File: src/rtl/div_unit_pkg.sv
// Shared types and constants for the multi-cycle DIV/DIVU unit.
// Imported by the divider top and its restoring-step datapath.
package div_unit_pkg;

  localparam int DIV_DATA_W = 32;
  localparam int DIV_CNT_W  = 6;

  typedef enum logic [1:0] {
    DIV_IDLE   = 2'b00,
    DIV_BYZERO = 2'b01,
    DIV_ON     = 2'b10,
    DIV_END    = 2'b11
  } div_state_e;

  localparam logic [7:0] ALU_DIV  = 8'b0001_1010;
  localparam logic [7:0] ALU_DIVU = 8'b0001_1011;

  localparam logic DivResultReady = 1'b1;
  localparam logic DivStart       = 1'b1;

endpackage

File: src/rtl/div_unit_step.sv
// One restoring-division iteration: shift {rem, quo} left by one and
// subtract the divisor when it fits, shifting the outcome into quo[0].
module div_step
  import div_unit_pkg::*;
#(
  parameter int DATA_W = DIV_DATA_W
) (
  input  logic [DATA_W-1:0] i_rem,
  input  logic [DATA_W-1:0] i_quo,
  input  logic [DATA_W-1:0] i_divisor,
  output logic [DATA_W-1:0] o_rem,
  output logic [DATA_W-1:0] o_quo
);

  logic [DATA_W:0]   w_remWide;
  logic [DATA_W-1:0] w_diff;
  logic              w_fits;

  // The shifted remainder can carry into bit DATA_W, so the compare is done
  // one bit wider; the subtraction result always fits back into DATA_W bits.
  assign w_remWide = {i_rem, i_quo[DATA_W-1]};
  assign w_fits    = w_remWide >= {1'b0, i_divisor};
  assign w_diff    = w_remWide[DATA_W-1:0] - i_divisor;

  assign o_rem = w_fits ? w_diff : w_remWide[DATA_W-1:0];
  assign o_quo = {i_quo[DATA_W-2:0], w_fits};

endmodule

File: src/rtl/div_unit.sv
// Multi-cycle 32-bit signed/unsigned divider that stalls EX for 32 restoring
// steps and returns {remainder, quotient} for the HI/LO write.
module div_unit
  import div_unit_pkg::*;
#(
  parameter int DATA_W = DIV_DATA_W,
  parameter int CNT_W  = DIV_CNT_W
) (
  input  logic                  clk,
  input  logic                  rst,
  input  logic                  start_i,
  input  logic                  annul_i,
  input  logic                  signed_i,
  input  logic [DATA_W-1:0]     dividend_i,
  input  logic [DATA_W-1:0]     divisor_i,
  output logic [2*DATA_W-1:0]   result_o,
  output logic                  ready_o,
  output logic                  stall_req_o
);

  div_state_e          r_state;
  logic [CNT_W-1:0]    r_cnt;
  logic [DATA_W-1:0]   r_rem;
  logic [DATA_W-1:0]   r_quo;
  logic [DATA_W-1:0]   r_divisor;
  logic                r_signed;
  logic                r_signDividend;
  logic                r_signDivisor;
  logic [2*DATA_W-1:0] r_result;
  logic                r_ready;

  logic                w_accept;
  logic                w_dividendNeg;
  logic                w_divisorNeg;
  logic [DATA_W-1:0]   w_dividendAbs;
  logic [DATA_W-1:0]   w_divisorAbs;
  logic [DATA_W-1:0]   w_stepRem;
  logic [DATA_W-1:0]   w_stepQuo;
  logic                w_negQuo;
  logic                w_negRem;
  logic [DATA_W-1:0]   w_quoFixed;
  logic [DATA_W-1:0]   w_remFixed;
  logic                w_lastStep;

  assign w_accept      = (r_state == DIV_IDLE) && (start_i == DivStart) && !annul_i;
  assign w_dividendNeg = signed_i & dividend_i[DATA_W-1];
  assign w_divisorNeg  = signed_i & divisor_i[DATA_W-1];
  assign w_dividendAbs = w_dividendNeg ? -dividend_i : dividend_i;
  assign w_divisorAbs  = w_divisorNeg  ? -divisor_i  : divisor_i;

  div_step #(
    .DATA_W(DATA_W)
  ) u_step (
    .i_rem    (r_rem),
    .i_quo    (r_quo),
    .i_divisor(r_divisor),
    .o_rem    (w_stepRem),
    .o_quo    (w_stepQuo)
  );

  // Remainder takes the dividend's sign, quotient the XOR of both signs;
  // the fix is applied to the final step's output so END sees it directly.
  assign w_negQuo   = r_signed & (r_signDividend ^ r_signDivisor);
  assign w_negRem   = r_signed & r_signDividend;
  assign w_quoFixed = w_negQuo ? -w_stepQuo : w_stepQuo;
  assign w_remFixed = w_negRem ? -w_stepRem : w_stepRem;
  assign w_lastStep = r_cnt == CNT_W'(DATA_W - 1);

  always_ff @(posedge clk) begin
    if (rst) begin
      r_state        <= DIV_IDLE;
      r_cnt          <= '0;
      r_rem          <= '0;
      r_quo          <= '0;
      r_divisor      <= '0;
      r_signed       <= 1'b0;
      r_signDividend <= 1'b0;
      r_signDivisor  <= 1'b0;
      r_result       <= '0;
      r_ready        <= 1'b0;
    end else begin
      case (r_state)
        DIV_IDLE: begin
          if (w_accept) begin
            r_signed       <= signed_i;
            r_signDividend <= w_dividendNeg;
            r_signDivisor  <= w_divisorNeg;
            if (divisor_i == '0) begin
              r_state <= DIV_BYZERO;
            end else begin
              r_state   <= DIV_ON;
              r_cnt     <= '0;
              r_rem     <= '0;
              r_quo     <= w_dividendAbs;
              r_divisor <= w_divisorAbs;
            end
          end
        end
        DIV_BYZERO: begin
          if (annul_i) begin
            r_state <= DIV_IDLE;
          end else begin
            r_state  <= DIV_END;
            r_result <= '0;
            r_ready  <= DivResultReady;
          end
        end
        DIV_ON: begin
          if (annul_i) begin
            r_state <= DIV_IDLE;
            r_cnt   <= '0;
          end else begin
            r_rem <= w_stepRem;
            r_quo <= w_stepQuo;
            r_cnt <= r_cnt + CNT_W'(1);
            if (w_lastStep) begin
              r_state  <= DIV_END;
              r_result <= {w_remFixed, w_quoFixed};
              r_ready  <= DivResultReady;
            end
          end
        end
        DIV_END: begin
          // EX holds start until it sees ready; dropping it releases the unit.
          if (annul_i || (start_i != DivStart)) begin
            r_state  <= DIV_IDLE;
            r_result <= '0;
            r_ready  <= 1'b0;
          end
        end
        default: begin
          r_state <= DIV_IDLE;
        end
      endcase
    end
  end

  assign result_o    = r_result;
  assign ready_o     = r_ready;
  assign stall_req_o = w_accept || (r_state == DIV_ON) || (r_state == DIV_BYZERO);

endmodule

File: config.mk
export PLATFORM = sky130hd
export DESIGN_NAME = div_unit
export DESIGN_NICKNAME = d
export VERILOG_FILES = /design/src/rtl/div_unit_pkg.sv /design/src/rtl/div_unit_step.sv /design/src/rtl/div_unit.sv
export SDC_FILE = /design/constraint.sdc
export NUM_CORES = 1
export LEC_CHECK = 0
export ABC_AREA = 1
export CAP_MARGIN = 25
export CORE_MARGIN = 3
export CORE_UTILIZATION = 63
export DETAILED_ROUTE_END_ITERATION = 7
export PLACE_DENSITY = 0.88
export SETUP_SLACK_MARGIN = 0.4
export SYNTH_ARGS = -nofsm -noshare
export SYNTH_HDL_FRONTEND = slang
export SYNTH_SLANG_ARGS = --single-unit
File: constraint.sdc
create_clock -name clk -period 9.3 [get_ports clk]
set_input_delay 0.93 -clock clk [delete_from_list [all_inputs] [get_ports clk]]
set_output_delay 0.93 -clock clk [all_outputs]
set_load 0.05 [all_outputs]
* After elaboration in Yosys (flattened, before gate mapping) *
Cells that the tools add are included.

storage, ports and cells
  RAM bits = 0
  register bits = 172
  memories kept = 0
  output and inout bits = 66
  memory bits (read-only) = 0
  bits in latches = 0
  bits of input ports = 69

operators by class
  eq/ne operators = 11
  multiply operators = 0
  div/mod/pow operators = 0
  mux-type cells = 34
  reduce and logical (&&, ||, !) cells = 16
  bitwise operators = 7
  $lt $le $gt $ge = 1
  $add $sub $neg = 6
  shift-type cells = 0

operators with widths
  kind                 number
  $mux 32              11
  $mux 64              4
  $pmux 64 s3          1
  $neg 32->32          4
  $pmux 32 s2          2
  $ge 33x32->1         1
  $logic_not 32->1     1
  $sub 32x32->32       1
  $mux 6               3
  $mux 2               6
  $ne 2x2->1 const B   6
  $pmux 6 s2           1
  $reduce_and 3->1     3
  $pmux 2 s4           1
  $add 6x1->6 const B  1
  $eq 6x5->1 const B   1
  $reduce_and 5->1     1
  $and 1x1->1          4
  $eq 2x2->1 const B   2
  $mux 1               4
  $reduce_and 4->1     1
  $logic_or 1x1->1     3
  $ne 3x3->1 const B   1
  $pmux 1 s3           1
  9 further kinds      11

* Depth between registers and ports, before layout *
  depth after elaboration = 7
  gate-level depth with buffers = 29
  gate-level depth less buffers = 28

* Cells and area by module *
Synthesis repeated with hierarchy kept, for this count alone.

second synthesis, totals
  cells, all modules = 2324
  area, all modules = 13589.3 um^2

by module, submodules not included
  module    cells each  times used  area an instance (um^2)  sequential area each (um^2)
  div_unit  1642        1           10159.7                  3443.3
  div_step  682         1           3429.5                   0.0

* Worst setup path before layout *
OpenSTA, ideal clock, no wires.

  kind = register -> register
  start = register r_divisor[8]
  end = register r_result[30] (netlist: result_o[30])
  path slack = 5538 ps
  cell stages (with the launch flop) = 28
  arrival = 3630 ps
  data required time = 9168 ps
  setup time = 132 ps
  cell sequence = dfxtp_1 -> inv_1 -> ha_1 -> nand2_2 -> inv_1 -> a21oi_2 -> nand3_1 -> nand2_1 -> nand2_2 -> nand2_4 -> nand2_8 -> inv_2 -> buf_2 -> ha_1 -> inv_1 -> nor3_1 -> nand3_1 -> nor3_1 -> nand3_1 -> nor3_2 -> nand2_1 -> o21ai_1 -> nand2_1 -> a21oi_1 -> nand2_1 -> or2_0 -> nand3_1 -> a21oi_1

between the ends
  longest elaborated chain between the ends = 6

ends and longest elaborated chain
  element                 line                 source
  from (decl)             div_unit.sv:25       logic [DATA_W-1:0] r_divisor;
  from (signal assigned)  div_unit.sv:95       r_divisor <= w_divisorAbs;
  $ge 33x32->1            div_unit_step.sv:22  assign w_fits = w_remWide >= {1'b0, i_divisor};
  $neg 32->32             div_unit.sv:65       assign w_quoFixed = w_negQuo ? -w_stepQuo : w_stepQuo;
  $mux 32                 div_unit.sv:65
  $mux 64                 div_unit.sv:116      if (w_lastStep) begin
  $mux 64                 div_unit.sv:109      if (annul_i) begin
  $pmux 64 s3             div_unit.sv:82       case (r_state)
  to (signal assigned)    div_unit.sv:118      r_result <= {w_remFixed, w_quoFixed};
  to (decl)               div_unit.sv:29       logic [2*DATA_W-1:0] r_result;

Every way passes these cells. The select of a mux whose other input is x is not followed.
A chain may end at the register's enable or synchronous reset.

* Worst setup path after layout *
  start = register r_divisor[15]
  end = register r_result[30] (netlist: result_o[30])

Same word-level chain as after synthesis.

==> flow_summary_export.csv <==
group,metric,value,unit
final_layout,multi_input_comb_area,0.007777,mm^2
critical_path,r2r_slack,4.52,ns
drt,drt-pass1-iter-count,6,
floorplan,ios,135,
timing,tightest_slew,0.8708,ns
global_route,grt_use_total,0.3416,
power_and_ir_drop,share_seq_of_total_power,0.359,
final_layout,stdcell_area,0.01457,mm^2
critical_path,cp-start-kind,"flip-flop",
clock_network,post_cts_buffers,0,
placed_design,dp_hpwl,28780,um
power_and_ir_drop,p_sw_frac,0.3880,
timing,period_share,0.5141,
hold_path,hold_depth,2,
critical_path,r2r_end,"result_o[30]",
clock_network,cts_tree,"done",
timing,maxSlewHeadroom,0.4188,
power_and_ir_drop,pwr-share-comb,0.320,
logic_synthesis,synth_area,0.01249,mm^2
floorplan,fp.dieArea,0.02155,mm^2
final_layout,fin_nets,2224,
floorplan,die-width,146.8,um
drt,dr.first_iter.drc_count,1573,
logic_synthesis,synth_edf_count,0,
timing,min_period,4.781,ns
critical_path,crit_type,"reg -> reg",
final_layout,layout_common_cells,"nand2_1 (573), inv_1 (245), a21oi_1 (205), nor2_1 (180), dfxtp_1 (172)",
critical_path,end_kind,"flip-flop",
power_and_ir_drop,leakagePower,6.688,nW
final_layout,final_common_cell,"nand2_1",
critical_path,required,9.61,ns
drt,drcViolationCount,0,
timing,finalHoldViolCount,0,
critical_path,worstPathMaxFanout,51,
power_and_ir_drop,powerDensity,155.2,mW/mm^2
power_and_ir_drop,p_int,1.384,mW
logic_synthesis,yosysTopAreaCell,"dfxtp_1",
critical_path,cp.arrival,5.09,ns
placed_design,place.gp.congestion,1.031,
logic_synthesis,synth_seq_cells,172,
power_and_ir_drop,p_clk_frac,0.321,
clock_network,htreeDepth,4,
floorplan,design.core.area,0.01908,mm^2
logic_synthesis,syn-instance-count,2022,
logic_synthesis,yosysSeqAreaShare,0.2757,
final_layout,syn_to_final_growth,16.65,%
logic_synthesis,avgSynthCellArea,6.176,um^2
final_layout,drive_above_1_share,0.06021,
clock_network,cts_buffers,17,
hold_path,min_path_type,"reg -> reg",
floorplan,die_y,146.8,um
critical_path,r2r_start,"r_divisor[15]",
job,maxCapViolations,0,
timing,finalSetupTns,0,ns
timing,slew_violations,0,
logic_synthesis,synth_ff_type,"dfxtp_1",
critical_path,cp-startpoint,"r_divisor[15]",
timing,skew,0.01893,ns
clock_network,clockBufferDepth,2,
clock_network,post_cts_resized,0,
clock_network,clockRootBuffer,"clkbuf_16",
global_route,met3_usage,0.06015,
global_route,top_usage_layer,"met2",
logic_synthesis,ys_async_sr_fraction,0,
floorplan,start_util,0.6545,
global_route,grt_antenna_before_repair,1,
drt,num_vias,13690,
drt,ant_nets,0,
timing,holdWs,0.4656,ns
placed_design,io_buffers,134,
logic_synthesis,syn_nets,2133,
final_layout,nFillCells,1559,
drt,avgRoutedWirePerCell,15.98,um
critical_path,r2r_cells,26,
global_route,grtUsageMet1,0.4312,
clock_network,cts.sinks,172,
timing,setup_viol,0,
critical_path,critPathCapture,"result_o[30]",
outcome,status,"completed",
final_layout,stdcell_count,2387,
global_route,grt_pass1_wl,61040,um
logic_synthesis,synth.distinct_cells,55,
clock_network,clk_transition_reported_paths,0.08,ns
logic_synthesis,synth_top_area_share,0.2757,
timing,max_freq,0.2091,GHz
clock_network,clk_latency,0.44,ns
global_route,grtUsageMet2,0.5718,
power_and_ir_drop,vdd_drop_max,144.3,uV
final_layout,finalCoreUtilization,0.7635,
drt,vias_per_cell,5.736,
logic_synthesis,synth.area.top_cells,"dfxtp_1 (28%), nand2_1 (17%), a21oi_1 (8.2%)",
clock_network,cts_hold_buf,0,
floorplan,rows,50,
logic_synthesis,yosys_warnings,0,
global_route,first_global_vias,12710,
placed_design,placed_area,0.01393,mm^2
timing,rsz0062_at_grt,"false",
placed_design,dp.cells,2353,
final_layout,final-seq-area,0.003443,mm^2
power_and_ir_drop,p_sw,0.8774,mW
drt,wirelength,38150,um
global_route,grt_overflow,0,
global_route,grt_max_degree,99,
## kinds of logic after synthesis
kind of cell	Yosys count	synth area share
AND/OR/NAND/NOR	998	0.3414
AO/OA/AOI/OAI	390	0.1715
buffers and inverters	327	0.1034
flip-flops	172	0.2757
XOR/XNOR	93	0.06522
adder cells (fa/ha/maj)	42	0.04268
## worst max-delay path, stage by stage, from the launching register on
cell	delay (ns)
dfxtp_1	0.34
inv_1	0.05
ha_1	0.36
nand2_2	0.14
inv_1	0.05
a21oi_1	0.28
o21ai_2	0.12
inv_2	0.07
nand2_2	0.08
nand2_4	0.14
nand2_8	0.25
inv_2	0.29
ha_1	0.19
inv_1	0.05
nor3_1	0.19
nand3_1	0.16
nor3_1	0.30
nand3_1	0.20
nor3_2	0.24
nand2_1	0.14
o21ai_1	0.23
nand2_1	0.11
a21oi_1	0.20
nand2_1	0.09
or2_0	0.21
nand3_1	0.08
a21oi_1	0.07
## worst min-delay path by stage
| stage | start | end | slack (ns) |
|---|---|---|---|
| after floorplan | r_divisor[12] | r_divisor[12] | 0.43 |
| after global placement | result_o[26] | result_o[26] | 0.45 |
| after detailed placement | result_o[12] | result_o[12] | 0.46 |
| after CTS | result_o[26] | result_o[26] | 0.47 |
| after global routing | result_o[26] | result_o[26] | 0.49 |
| final | result_o[12] | result_o[12] | 0.47 |
## Yosys cell counts (30+ instances only)
library cell and n:
inv_1 245, a21oi_1 205, nand2_1 573, nor3_1 30
ha_1 41, clkbuf_1 59, nand3_1 111, dfxtp_1 172
o21ai_0 114, xor2_1 61, nor2_1 183, xnor2_1 32
## layout make-up
cell class / instances / area share
clock buffers: 19 / 0.03109
multi-input cells: 1523 / 0.5339
flip-flops and latches: 172 / 0.2364
repair buffers: 145 / 0.1003
diodes: 1 / 0.0001718
inverters: 254 / 0.06545
clock inverters: 13 / 0.01039
well taps: 260 / 0.02233
## through the flow
| step | total power, mW | worst slack, ns |
|---|---|---|
| 2_1_floorplan | 1.330 | 5.538 |
| 3_3_place_gp | 1.505 | 4.576 |
| 3_5_place_dp | 1.522 | 4.595 |
| 4_1_cts | 2.239 | 4.611 |
| 5_1_grt | 2.371 | 4.099 |
| 6_report | 2.262 | 4.519 |
## layer usage
metal  vias to the layer above  part of all wire
li1                       6684                 -
met1                      6143              0.40
met2                       725              0.47
met3                       140             0.085
met4                         0             0.044
met5                         -                 0
## power groups by stage
stage | Clock (mW) | Sequential [mW] | Combinational (mW)
2_1_floorplan | 0 | 0.831 | 0.499
3_3_place_gp | 0 | 0.824 | 0.681
3_5_place_dp | 0 | 0.826 | 0.696
4_1_cts | 0.725 | 0.810 | 0.705
5_1_grt | 0.756 | 0.816 | 0.799
6_report | 0.726 | 0.812 | 0.723
## sequential cells by signal (all words and copies together) (netlist names)
register,count
r_signDivisor,1
ready_o,1
r_state,2
r_rem,32
r_cnt,6
r_quo,32
r_signed,1
result_o,64
r_signDividend,1
r_divisor,32
Power figures use the tool's default switching activity.
